## config.mk

```make
export PLATFORM = sky130hd
export DESIGN_NAME = aes_pipe_scheduler
export DESIGN_NICKNAME = d
export VERILOG_FILES = /design/src/rtl/aes_pipe_scheduler.sv
export SDC_FILE = /design/constraint.sdc
export NUM_CORES = 1
export LEC_CHECK = 0
export CAP_MARGIN = 20
export CORE_ASPECT_RATIO = 1.25
export CORE_MARGIN = 2
export CORE_UTILIZATION = 40
export DETAILED_ROUTE_END_ITERATION = 8
export SYNTH_ARGS = -nofsm -noshare
export SYNTH_HDL_FRONTEND = slang
export SYNTH_SLANG_ARGS = --single-unit
```

## constraint.sdc

```tcl
create_clock -name clk -period 6.5 [get_ports clk]
set_clock_uncertainty 0.15 [all_clocks]
set_input_delay 1.3 -clock clk [delete_from_list [all_inputs] [get_ports clk]]
set_output_delay 1.3 -clock clk [all_outputs]
set_load 0.02 [all_outputs]
```

## src/rtl/aes_pipe_scheduler.sv

```systemverilog
// Slot scheduler for the 3-stage recirculating AES decryption pipeline.
// Chooses recirculate / retire / inject at the data-select point each cycle.
module aes_pipe_scheduler #(
    parameter int DEPTH  = 3,
    parameter int ROUNDS = 10,
    parameter int CNT_W  = 16
) (
    input  logic                       clk,
    input  logic                       n_rst,
    input  logic                       key_ready,
    input  logic                       flush,
    input  logic                       in_empty,
    output logic                       in_pop,
    output logic                       read_fifo,
    input  logic                       data_done,
    input  logic                       out_full,
    output logic                       out_push,
    output logic                       pipe_stall,
    output logic                       busy,
    output logic [$clog2(DEPTH+1)-1:0] in_flight,
    output logic [CNT_W-1:0]           blk_count,
    output logic                       sync_err
);

    localparam int HW = (DEPTH > 1) ? $clog2(DEPTH) : 1;
    localparam int LW = $clog2(ROUNDS + 1);
    localparam int FW = $clog2(DEPTH + 1);
    localparam logic [HW-1:0] HEAD_MAX = HW'(DEPTH - 1);
    localparam logic [LW-1:0] LAP_MAX  = LW'(ROUNDS);
    localparam logic [LW-1:0] LAP_LAST = LW'(ROUNDS - 1);

    logic [DEPTH-1:0] valid;
    logic [LW-1:0]    lap [DEPTH];
    logic [HW-1:0]    head;

    logic          hv;
    logic          done_h;
    logic          inject;
    logic          lap_end;
    logic [LW-1:0] lap_h;
    logic [FW-1:0] cnt;

    assign hv     = valid[head];
    assign lap_h  = lap[head];
    assign done_h = hv & data_done;

    // lap holds laps completed before the current return, so the block
    // arriving now finishes its final lap when the stored count is ROUNDS-1
    assign lap_end = (lap_h == LAP_LAST);

    assign pipe_stall = n_rst & done_h & out_full & ~flush;
    assign out_push   = n_rst & done_h & ~out_full & ~flush;
    assign inject     = n_rst & (~hv | out_push) & ~in_empty & key_ready
                      & ~flush & ~pipe_stall;
    assign read_fifo  = inject;
    assign in_pop     = inject;

    always_comb begin
        cnt = '0;
        for (int i = 0; i < DEPTH; i++) begin
            cnt = cnt + FW'(valid[i]);
        end
    end

    assign busy      = |valid;
    assign in_flight = cnt;

    always_ff @(posedge clk) begin
        if (!n_rst || flush) begin
            valid     <= '0;
            head      <= '0;
            blk_count <= '0;
            sync_err  <= 1'b0;
            for (int i = 0; i < DEPTH; i++) begin
                lap[i] <= '0;
            end
        end else if (!pipe_stall) begin
            head <= (head == HEAD_MAX) ? '0 : head + 1'b1;
            if (inject) begin
                valid[head] <= 1'b1;
                lap[head]   <= '0;
            end else if (hv && !data_done) begin
                if (lap_h != LAP_MAX) begin
                    lap[head] <= lap_h + 1'b1;
                end
            end else begin
                valid[head] <= 1'b0;
                lap[head]   <= '0;
            end
            if (out_push) begin
                blk_count <= blk_count + 1'b1;
            end
            if (hv && (data_done != lap_end)) begin
                sync_err <= 1'b1;
            end
        end
    end

endmodule

```

==> flow_summary.ini <==
[logic_synthesis]
synthDistinctLibCells = 38
syn_inst = 195
postSynthAreaPerCell_sq_um = 10.31
netlist_top_cells_count = 24 x dfxtp_1, 21 x nor2_1, 16 x edfxtp_1, 12 x nand2_1, 11 x o21ai_0
yosysMostFrequentCell = dfxtp_1
syn_nets = 207
synth_top_area_cell = dfxtp_1
async_reset_ff_frac = 0
ys_warn_count = 0
synth-seq-cells = 40
synth_area_sq_um = 2011
synth_area_leaders = dfxtp_1 24%, edfxtp_1 24%, mux4_2 5.6%, nor2_1 3.9%, xor2_1 3.5%
ys.flop_type = dfxtp_1
ys_seq_area_frac = 0.4779
yosys.area.top_type_share = 0.2390
synth_edf_count = 16

[clock_tree]
insertion_delay_ns = 0.29
clock-root-buffer = clkbuf_8
ctsResizeCount = 0
clkTransAtPathRegs_ns = 0.07
clock_sinks = 40
htreeDepth = 2
cts_buffers = 5
hold_buffers = 0
cts_tree = built
post_cts_buffers = 0
cts_buffer_depth = 2

[pwr]
peakVddDrop_mv = 0.1367
clkPwrFrac = 0.406
internal-power_uw = 403.1
total_leakage_power_uw = 0.0008899
power_frac_seq = 0.526
swShare = 0.2114
pwr_density_cell_nw_per_um2 = 207.6
combPwrFrac = 0.068
p_switching_uw = 108.0

[setup_path]
crit_chain = clkdlybuf4s50_1, nor2b_1, o21ai_0, inv_1, clkdlybuf4s50_1
cpMaxStageDelayCell = clkdlybuf4s50_1
worstSetupEndpointType = output port
rrSetupSlack_ns = 3.35
startpoint_type = input port
slowest_delay_ns = 0.61
reg2reg_depth = 5
worst-path-buf-inv = 3
r2r_end = lap[0][0]
crit_arrival_ns = 3.12
required_ns = 5.05
crit_family = buffers and inverters
critPathKind = input port to output port
worst-path-max-fanout = 7
cpMostUsedCell = clkdlybuf4s50_1
crit_cells = 5

[floorplanning]
fp.dieW_um = 67.42
fp.coreArea_sq_um = 4800
start_util = 0.4189
row_count = 28
die_area_sq_um = 5614
dieHeight_um = 83.27
io_pins = 31

[timing]
hold_viol = 0
period_needed_ns = 4.575
worstMarginPinSlew_ns = 0.6607
drv_slew = 0
setup_viol = 0
setup_tns_ns = 0
rsz0062_at_grt = false
max-slew-margin-rel = 0.5549
post-route-period-util = 0.7038
clock.fmax_ghz = 0.2186

[grt]
grt.overflow.total = 0
antenna_found_initial = 0
grt_max_degree = 24
grt_pass1_vias = 1474
grt_pass1_wl_mm = 6.920
grt_use_total = 0.1635

[worst_hold_path]
min_from = sync_err
hp-class = flop to flop
hold_path_end = sync_err
holdPathStages = 2

[placement]
io_buffers = 30
place.gp.congestion = 0.7769
hpwl_mm = 3.098

[drt]
drt_iter0_markers = 64
final_antenna_net_count = 0
routed-via-count = 1486
wire_per_inst_um = 14.51
dr.pass1.iters = 4
drc_errors = 0
vias_per_cell = 5.196
wirelength_mm = 4.151

[run]
max-cap-violations = 0

[final_layout]
utilization = 0.5130
final_net_count = 237
drive_gt1_frac = 0.1018
area_growth_pct = 22.46
antenna_cells = 0

[run_status]
status = finished, final reports clean
-- cell families after synthesis --
kind of cell / synth area share
buffers and inverters: 0.04045
flip-flops: 0.4779
AO/OA/AOI/OAI: 0.07654
adder cells (fa/ha/maj): 0.03485
XOR/XNOR: 0.05663
AND/OR/NAND/NOR: 0.2321
multiplexers: 0.08152
-- power by group through the flow --
stage | Combinational [uW] | Clock (uW) | Sequential (uW)
final | 34.8 | 208 | 269
after global routing | 38.1 | 224 | 269
after CTS | 35.2 | 213 | 269
after detailed placement | 35.0 | 0 | 275
after floorplan | 25.7 | 0 | 272
after global placement | 34.6 | 0 | 274
-- stage by stage --
stage / worst slack [ns] / hold slack (ns) / total power (uW) / cell area, sq um / instances
final: 1.925 / 0.3096 / 511.1 / 2462 / 286
after global routing: 1.781 / 0.3353 / 531.5 / 2462 / 286
after CTS: 1.929 / 0.3183 / 517.4 / 2462 / 286
after detailed placement: 1.945 / 0.2988 / 309.6 / 2346 / 278
after global placement: 1.977 / 0.2970 / 309.0 / 2346 / 278
after floorplan: 2.858 / 0.3722 / 297.4 / 2011 / 195
-- how the worst max path moves through the flow --
stage / slack, ns / from / end
2_1_floorplan: 2.86 / flush / read_fifo
3_3_place_gp: 1.98 / data_done / out_push
3_5_place_dp: 1.94 / data_done / read_fifo
4_1_cts: 1.93 / data_done / read_fifo
5_1_grt: 1.78 / data_done / read_fifo
6_report: 1.93 / data_done / read_fifo
-- tightest hold or removal path: stages (launching register included) --
cell and delay, ns:
dfxtp_1 0.33, nand2_1 0.04, o21ai_0 0.05
-- cells in the final DEF (no fill, tap or decap), types with 2 or more instances in the layout --
cell             synthesis  routed
edfxtp_1                16      16
xor2_1                   8       8
xnor2_1                  5       5
nand2_1                 12      12
nand4_1                  7       7
nor3_1                   8       8
and3_1                   3       3
clkdlybuf4s50_1          0      30
mux4_2                   5       5
nor2_1                  21      21
mux2i_1                  4       4
buf_4                    1       2
nor2b_1                  8       8
nor2_2                   3       3
nor4_1                   3       3
nand2b_1                 5       5
inv_1                    7       7
dfxtp_1                 24      24
nand3_1                  7       7
a21oi_1                  4       4
ha_1                     4       4
or3_1                    5       5
clkbuf_8                 0       6
o211ai_1                 4       4
o21ai_0                 11      11
-- metal layers --
layer,wire [um],GRT usage,share of wire
met1,1757,0.1902,0.42
met2,2184,0.2835,0.53
met3,156,0.04201,0.038
met4,52,0.05380,0.013
met5,0,0,0
-- area by class of cell --
cell class,instances,area (sq um)
fillers,454,2337
multi-input cells,139,968.4
flip-flops and latches,40,960.9
repair buffers,32,315.3
clock buffers,6,82.58
well taps,60,75.07
clock inverters,2,33.78
inverters,7,26.28
(Power assumes the default switching activity.)
